[src/rtl/fetch_stage.sv]
// fetch_stage -- instruction fetch plus the IF/ID pipeline register.
//
// Owns PC_F and keeps at most one request outstanding to instruction memory.
// A response that arrives while decode is stalled is parked in a one-entry
// buffer (HOLD). That frees the memory port and lets decode keep its IF/ID
// contents. An E-stage redirect (PCSrcE) moves PC_F to PCTargetE at once. If
// a request is still in flight at that moment, its late response is dropped
// through the kill flag.
//
// Optional build macro: FETCH_PERF_CNT_EN adds the FetchCnt/BubbleCnt counters.
//
// Ports:
//   clk, rst_n              core clock, async active-low reset
//   StallD, FlushD          decode hold / squash IF/ID
//   PCSrcE, PCTargetE       redirect from E stage
//   imem_req, imem_addr     fetch request (imem_addr == PC_F)
//   imem_rdata, imem_rvalid fetch response
//   Instr_D, PC_D, PCPlus4_D, Valid_D   IF/ID register toward decode
//   FetchBusy               request outstanding with no usable response
//   FetchCnt, BubbleCnt     (FETCH_PERF_CNT_EN only) valid loads / memory bubbles
module fetch_stage #(
  parameter int                    ADDR_WIDTH = 32,
  parameter int                    INST_WIDTH = 32,
  parameter logic [ADDR_WIDTH-1:0] RESET_PC   = '0
) (
  input  logic                  clk,
  input  logic                  rst_n,
  input  logic                  StallD,
  input  logic                  FlushD,
  input  logic                  PCSrcE,
  input  logic [ADDR_WIDTH-1:0] PCTargetE,
  output logic                  imem_req,
  output logic [ADDR_WIDTH-1:0] imem_addr,
  input  logic [INST_WIDTH-1:0] imem_rdata,
  input  logic                  imem_rvalid,
  output logic [INST_WIDTH-1:0] Instr_D,
  output logic [ADDR_WIDTH-1:0] PC_D,
  output logic [ADDR_WIDTH-1:0] PCPlus4_D,
  output logic                  Valid_D,
  output logic                  FetchBusy
`ifdef FETCH_PERF_CNT_EN
  ,
  output logic [31:0]           FetchCnt,
  output logic [31:0]           BubbleCnt
`endif
);

  localparam logic [INST_WIDTH-1:0] NOP  = INST_WIDTH'(32'h0000_0013);
  localparam logic [ADDR_WIDTH-1:0] FOUR = ADDR_WIDTH'(4);

  typedef enum logic [1:0] {IDLE, WAIT, HOLD} state_t;

  typedef struct packed {
    logic [INST_WIDTH-1:0] instr;
    logic [ADDR_WIDTH-1:0] pc;
    logic [ADDR_WIDTH-1:0] pcplus4;
    logic                  valid;
  } ifid_t;

  state_t                state, state_n;
  logic [ADDR_WIDTH-1:0] pc_f, pc_n;
  logic                  kill, kill_n;
  logic [INST_WIDTH-1:0] buf_instr, buf_instr_n;
  logic [ADDR_WIDTH-1:0] buf_pc, buf_pc_n;
  ifid_t                 ifid, ifid_n, bubble;

  // Response that belongs to the current PC_F and may be consumed now.
  logic rsp_ok;
  assign rsp_ok = (state == WAIT) && imem_rvalid && !kill;

  always_comb begin
    state_n     = state;
    pc_n        = pc_f;
    kill_n      = kill;
    buf_instr_n = buf_instr;
    buf_pc_n    = buf_pc;
    ifid_n      = ifid;
    // A bubble keeps PC_D/PCPlus4_D and swaps in a NOP.
    bubble       = ifid;
    bubble.instr = NOP;
    bubble.valid = 1'b0;

    if (PCSrcE) begin
      pc_n    = PCTargetE;
      state_n = WAIT;
      ifid_n  = bubble;
      // kill is only ever set in WAIT. If a response shows up this same
      // cycle, it is the one being discarded, so no later drop is pending.
      kill_n  = (state == WAIT) && !imem_rvalid;
    end else begin
      unique case (state)
        WAIT: begin
          if (imem_rvalid) begin
            if (kill) begin
              kill_n = 1'b0;               // stale response from before a redirect
            end else if (StallD) begin
              buf_instr_n = imem_rdata;
              buf_pc_n    = pc_f;
              state_n     = HOLD;
            end else begin
              pc_n = pc_f + FOUR;
            end
          end
        end
        HOLD: begin
          if (!StallD) begin
            pc_n    = buf_pc + FOUR;
            state_n = WAIT;
          end
        end
        default: state_n = WAIT;           // IDLE: one settling cycle after reset
      endcase

      // IF/ID update: flush beats stall, stall holds, otherwise load the new
      // instruction or a bubble. Nothing is loaded in IDLE: the register
      // already holds the reset bubble.
      if (FlushD) begin
        ifid_n = bubble;
      end else if (!StallD) begin
        if (rsp_ok) begin
          ifid_n = '{instr: imem_rdata, pc: pc_f, pcplus4: pc_f + FOUR, valid: 1'b1};
        end else if (state == HOLD) begin
          ifid_n = '{instr: buf_instr, pc: buf_pc, pcplus4: buf_pc + FOUR, valid: 1'b1};
        end else if (state == WAIT) begin
          ifid_n = bubble;
        end
      end
    end
  end

  always_ff @(posedge clk or negedge rst_n) begin
    if (!rst_n) begin
      state     <= IDLE;
      pc_f      <= RESET_PC;
      kill      <= 1'b0;
      buf_instr <= NOP;
      buf_pc    <= '0;
      ifid      <= '{instr: NOP, pc: '0, pcplus4: '0, valid: 1'b0};
    end else begin
      state     <= state_n;
      pc_f      <= pc_n;
      kill      <= kill_n;
      buf_instr <= buf_instr_n;
      buf_pc    <= buf_pc_n;
      ifid      <= ifid_n;
    end
  end

  assign imem_req  = (state == WAIT);
  assign imem_addr = pc_f;
  assign FetchBusy = (state == WAIT) && (!imem_rvalid || kill);
  assign Instr_D   = ifid.instr;
  assign PC_D      = ifid.pc;
  assign PCPlus4_D = ifid.pcplus4;
  assign Valid_D   = ifid.valid;

`ifdef FETCH_PERF_CNT_EN
  logic ld_free, fetch_inc, bubble_inc;
  // IF/ID takes fresh contents this cycle (no redirect, flush or stall).
  assign ld_free    = !PCSrcE && !FlushD && !StallD;
  assign fetch_inc  = ld_free && (rsp_ok || (state == HOLD));
  assign bubble_inc = ld_free && (state == WAIT) && !imem_rvalid;

  always_ff @(posedge clk or negedge rst_n) begin
    if (!rst_n) begin
      FetchCnt  <= '0;
      BubbleCnt <= '0;
    end else begin
      if (fetch_inc)  FetchCnt  <= FetchCnt + 32'd1;
      if (bubble_inc) BubbleCnt <= BubbleCnt + 32'd1;
    end
  end
`endif

endmodule

[config.mk]
export PLATFORM = sky130hd
export DESIGN_NAME = fetch_stage
export DESIGN_NICKNAME = d
export VERILOG_FILES = /design/src/rtl/fetch_stage.sv
export SDC_FILE = /design/constraint.sdc
export NUM_CORES = 1
export LEC_CHECK = 0
export ABC_AREA = 1
export ABC_CLOCK_PERIOD_IN_PS = 3400
export CAP_MARGIN = 10
export CORE_ASPECT_RATIO = 1.1
export CORE_UTILIZATION = 55
export DETAILED_ROUTE_END_ITERATION = 10
export DONT_BUFFER_PORTS = 1
export PLACE_DENSITY_LB_ADDON = 0.3
export SLEW_MARGIN = 20
export SYNTH_ARGS = -nofsm -noshare
export SYNTH_HDL_FRONTEND = slang
export SYNTH_SLANG_ARGS = --single-unit
[constraint.sdc]
create_clock -name clk -period 3.4 [get_ports clk]
set_clock_uncertainty 0.15 [all_clocks]
set_input_delay 0.68 -clock clk [delete_from_list [all_inputs] [get_ports clk]]
set_output_delay 0.68 -clock clk [all_outputs]
set_load 0.005 [all_outputs]
==> results of run 1 <==
==> power by group <==
part	internal, W	switching [W]	total [W]
clock network	0.00102	0.00109	0.00211
registers	0.00281	0.000613	0.00343
logic	0.000441	0.000770	0.00121
==> layer usage <==
metal	vias up	GRT usage (%)	routed length [µm]
met3	62	6.90	2340
met4	0	14.6	1040
met2	416	49.5	13500
met5	-	0	0
met1	4312	39.9	12200
li1	4387	-	-
==> layout make-up <==
cell class	count	area, µm²
Timing Repair Buffer	12	103
Multi-Input combinational cell	1008	4610
Fill cell	1658	7000
Clock inverter	15	191
Clock buffer	17	425
Tap cell	238	298
Sequential cell	194	4860
Inverter	118	443
==> Yosys cell counts (all sizes together) <==
library cell  number  share of area (%)
mux2               3               0.33
nor2             151                6.0
xor2              11               0.94
nand2            502                 19
xnor2              1              0.086
o211ai             7               0.51
o21a               1              0.074
a21oi             15               0.77
dfrtp            188                 46
a22o              29                2.5
buf               36                1.8
clkbuf            32                1.2
a22oi              2               0.15
or2                1              0.061
a31oi             21                1.3
ha                 2               0.25
o221ai             3               0.26
nor3               1              0.049
o22ai             29                1.8
and2               2               0.12
inv              118                4.3
nand4              2               0.12
nand3             93                4.7
o21ai            132                6.5
dfstp              6                1.5
==> per-stage QoR <==
step	hold slack [ns]	setup WS (ns)	instance area [µm²]	cells	utilization [%]
3_3_place_gp	0.242	0.953	10300	1570	57.5
6_report	-0.220	1.01	10900	1602	61.0
2_1_floorplan	0.234	1.54	10200	1388	-
5_1_grt	-0.240	0.807	10900	1602	61.0
4_1_cts	-0.233	0.994	10900	1602	61.0
3_5_place_dp	0.241	0.867	10300	1570	57.5
==> flip-flops by register name (all words and copies together), names as in the netlist <==
signal	count
Instr_D	32
PC_D	32
buf_instr	32
buf_pc	32
imem_addr	32
PCPlus4_D	30
state	2
Valid_D	1
kill	1
==> logic make-up after synthesis <==
kind of cell             count (synthesis)  share of synthesized area (%)
XOR/XNOR                                12                           1.03
flip-flops                             194                           47.6
AND/OR/NAND/NOR                        752                           29.6
AO/OA/AOI/OAI                          239                           13.8
multiplexers                             3                          0.331
buffers and inverters                  186                           7.34
adder cells (fa/ha/maj)                  2                          0.245
==> final timing paths <==
| path | from | end | slack [ns] | cells after the start |
|---|---|---|---|---|
| worst max-delay path | state[1] | PC_D[2] | 1.01 | 6 |
| max in group asynchronous | rst_n | buf_instr[4] | 2.98 | 0 |
| min in group clk | imem_rdata[4] | buf_instr[4] | 0.23 | 1 |
| worst min-delay path | rst_n | PC_D[16] | -0.22 | 0 |
| worst max register to register | state[1] | PC_D[2] | 1.01 | 6 |
| worst min register to register | buf_instr[14] | buf_instr[14] | 0.34 | 2 |
==> critical path: stages, from the launching register on <==
cell      delay, ns
dfrtp_1        0.42
nor2_4         0.23
nand3_4        0.23
a21oi_4        0.19
buf_4          0.65
o211ai_1       0.24
o21a_1         0.17
==> cell usage in the layout, fill, tap and decap left out, drive strengths merged, types with 3 or more instances in the layout <==
master / synthesis / layout
o211ai: 7 / 7
dfrtp: 188 / 188
mux2: 3 / 3
inv: 118 / 129
o22ai: 29 / 29
buf: 36 / 12
nor2: 151 / 151
a31oi: 21 / 21
a21oi: 15 / 15
dfstp: 6 / 6
clkbuf: 32 / 17
nand2: 502 / 502
o221ai: 3 / 3
o21ai: 132 / 132
xor2: 11 / 11
clkinv: 0 / 4
nand3: 93 / 93
a22o: 29 / 29
==> results.toml, run 1 <==
[outcome]
status = "finished with violations"
violations = "negative hold slack"

[drt]
drt-total-wl_um = 29100
routed_via_density = 5.73
wire_per_inst_um = 18.1
ant_nets = 0
drc = 0
firstDrtPassIters = 5
via_count = 9177
drt_iter0_markers = 883

[floorplan]
initial_utilization_pct = 56.9
die_w_um = 132
dieHeight_um = 145
core_area_um2 = 17900
pin_count = 201
rows = 51
die_area_um2 = 19100

[synthesis]
avgSynthCellArea_um2 = 7.35
ys_warn_count = 0
synth-seq-cells = 194
syn_nets = 1460
postSynthCellCount = 1388
ys_seq_area_share_pct = 47.6
synth.cell_area_um2 = 10200
netlist-cell-type-count = 35

[setup_path]
crit_path_start_kind = "flip-flop"
crit_fanout = 83
end_kind = "flip-flop"
cp.required_ns = 3.58
cp.arrival_ns = 2.57
crit_type = "flip-flop to flip-flop"

[clocking]
cts_root_buf = "clkbuf_16"
clockBufferDepth = 2
ctsHtreeMaxLevel = 4
path_clk_slew_ns = 0.08
ctsResizeCount = 0
insertion_delay_ns = 0.45
postCtsSetupRepairBufs = 0
cts_inserted_buffers = 17
cts_tree = "done"
cts_num_sinks = 194

[final_layout]
final_nets = 1423
area_growth_pct = 7.13
drive_above_1_share_pct = 5.79
n_antenna_cell = 0

[timing]
rsz0062_at_grt = "false"
slew_violations = 0
fmax_ghz = 0.419
holdWs_ns = -0.220
min_period_over_period_pct = 70.2
tightest_slew_ns = 1.01
setup_viol = 0
post-route-min-period_ns = 2.39
fin_setup_tns_ns = 0
hold_viol = 188
max_slew_margin_pct = 32.7

[grt]
grt_pass1_wl_um = 45600
grt_max_degree = 195
grt_overflow = 0
track_usage_pct = 30.8
antenna_found_initial = 0
first_global_vias = 8621

[pwr]
fin_total_pwr_w = 0.00675
ir_worst_vdd_v = 0.000371
power_per_cell_area_nw_per_um2 = 617
p_leak_nw = 5.26

[worst_hold_path]
hold_path.class = "input pin to asynchronous set/reset pin"

[job]
cap_violations = 0

[placement]
io_buffers = 0
dp_hpwl_um = 19700
place_congestion = 0.955
Power figures use the tool's default switching activity.
==> run 2: changes to the inputs <==
--- a/config.mk
+++ b/config.mk
@@ -6,7 +6,7 @@
 export NUM_CORES = 1
 export LEC_CHECK = 0
 export ABC_AREA = 1
-export ABC_CLOCK_PERIOD_IN_PS = 3400
+export ABC_CLOCK_PERIOD_IN_PS = 2100
 export CAP_MARGIN = 10
 export CORE_ASPECT_RATIO = 1.1
 export CORE_UTILIZATION = 55
==> constraint.sdc (replaced) <==
create_clock -name clk -period 2.1 [get_ports clk]
set_clock_uncertainty 0.15 [all_clocks]
set_input_delay 0.42 -clock clk [delete_from_list [all_inputs] [get_ports clk]]
set_output_delay 0.42 -clock clk [all_outputs]
set_load 0.005 [all_outputs]
==> run 2 against run 1 <==
Compared with the run above:
- largest cell class unchanged
- critical path type unchanged
- sequential share of layout area fell by 2.1 points
- the run still ends with negative hold slack left
- first-iteration DRC count fell by 7.7%
- via count rose by 4.5%
- critical path depth rose by 4
==> results.toml, run 2 (synthesis results as in run 1) <==
[outcome]
status = "finished with violations"
violations = "negative hold slack"

[clocking]
clockBufferDepth = 2
cts_root_buf = "clkbuf_16"
insertion_delay_ns = 0.44
cts_num_sinks = 194
cts.hold.buffers_added = 25
path_clk_slew_ns = 0.08
cts_tree = "done"
cts_inserted_buffers = 17
ctsHtreeMaxLevel = 4

[grt]
first_global_vias = 9233
grt_pass1_wl_um = 48000
track_usage_pct = 32.4
antenna_found_initial = 0
grt_max_degree = 195
grt_overflow = 0

[setup_path]
crit_fanout = 5
cp.required_ns = 2.27
crit_type = "flip-flop to flip-flop"
rrSetupSlack_ns = 0.08
r2r_end = "imem_addr[24]"
end_kind = "flip-flop"
crit_slowest_cell = "dfrtp_1"
cp.arrival_ns = 2.19
startpoint = "buf_pc[2]"
path_cells = "ha_1 -> nand2_1 -> nor2_4 -> nand2_1 -> nor2_4 -> nand3_1 -> nand3_1 -> nand3_1 -> nand2_1 -> nand2_1"
critPathMaxStageDelay_ns = 0.41
cp-endpoint = "imem_addr[24]"
reg2reg_from = "buf_pc[2]"
crit_path_start_kind = "flip-flop"
reg2regPathDepth = 10
crit_top_cell = "nand2_1"

[placement]
dp_cells = 1602
io_buffers = 0
place_congestion = 0.972
dp_hpwl_um = 21100
placed_cell_area_um2 = 10600

[final_layout]
area_growth_pct = 12.5
final_common_cell = "nand2_1"
n_antenna_cell = 0
layout.cells.non_filler = 1659
final_cell_area_um2 = 11500
final_nets = 1480
final_util_pct = 64.0
final_cell_mix = "496 x nand2_1, 188 x dfrtp_1, 134 x nor2_1, 127 x o21ai_0, 114 x inv_1"
drive_above_1_share_pct = 8.02

[timing]
holdWs_ns = -0.474
slew_violations = 0
max_slew_margin_pct = 59.4
post-route-min-period_ns = 2.02
tightest_slew_ns = 0.609
hold_viol = 194
fmax_ghz = 0.495
fin_setup_tns_ns = 0
setup_viol = 0
min_period_over_period_pct = 96.1

[floorplan]
initial_utilization_pct = 56.9
rows = 51
pin_count = 201
dieHeight_um = 145
die_area_um2 = 19100
core_area_um2 = 17900
die_w_um = 132

[drt]
firstDrtPassIters = 7
wire_per_inst_um = 18.5
drc = 0
via_count = 9587
drt-total-wl_um = 30600
routed_via_density = 5.78
drt_iter0_markers = 815
ant_nets = 0

[pwr]
fin_total_pwr_w = 0.0111
ir_worst_vdd_v = 0.000569
p_leak_nw = 5.53
power_per_cell_area_nw_per_um2 = 968

[job]
cap_violations = 0

[worst_hold_path]
hold_path.class = "input pin to asynchronous set/reset pin"
[run 2: cell types whose count changed in the layout (fill, tap and decap cells not counted), sizes merged]
cell / delta
clkinv: +1
inv: -2
buf: +32
dlygate4sd3: +25
clkinvlp: +1
[run 2: stage by stage]
step / worst slack, ns / hold WS (ns)
global placement: 0.148 / -0.0205
detailed placement: 0.0491 / -0.0188
global route: -0.0354 / -0.491
CTS: 0.0186 / -0.484
finish: 0.0815 / -0.474
floorplan: 0.361 / -0.0256
[run 2: worst min path at each step]
stage                         to  cells past startpoint  startpoint  slack [ns]
floorplan            Instr_D[10]                      0       rst_n       -0.03
global placement        PC_D[12]                      0       rst_n       -0.02
detailed placement      PC_D[16]                      0       rst_n       -0.02
CTS                 imem_addr[1]                      0       rst_n       -0.48
global route        PCPlus4_D[6]                      0       rst_n       -0.49
finish                  PC_D[16]                      0       rst_n       -0.47
[run 2: critical path: cells and delay by family (launching register included)]
| kind | cells | cell delay, ns |
|---|---|---|
| fa+ha+maj | 1 | 0.23 |
| simple gates | 9 | 1.09 |
| flops | 1 | 0.41 |
[run 2: metal layers]
metal | vias to the layer above | wire, µm | GRT usage [%]
li1 | 4514 | - | -
met1 | 4528 | 12500 | 41.3
met2 | 464 | 14300 | 51.9
met3 | 81 | 2720 | 8.67
met4 | 0 | 1090 | 14.9
met5 | - | 0 | 0
[run 2: what timing repair did]
| item | 4_1_cts | 5_1_grt |
|---|---|---|
| setup buffers | 0 | 0 |
| pin swaps | 0 | 1 |
| endpoints found under the setup margin | 1 | 22 |
| hold endpoints to repair | 219 | 194 |
| gates resized for setup | 1 | 10 |
[run 2: report_power, final]
| group | total (W) | leakage [nW] | internal, W | switching (W) |
|---|---|---|---|---|
| registers | 0.00541 | 2.47 | 0.00456 | 0.000852 |
| clock network | 0.00332 | 0.291 | 0.00162 | 0.00169 |
| logic | 0.00239 | 2.77 | 0.000899 | 0.00149 |
| total | 0.0111 | 5.53 | 0.00708 | 0.00404 |
[run 2: layout make-up]
type | count | area [µm²]
fill | 1570 | 6450
sequential | 194 | 4860
multi-input combinational | 1008 | 4660
timing repair buffer | 69 | 618
inverter | 118 | 443
clock buffer | 17 | 425
tap | 238 | 298
clock inverter | 15 | 175
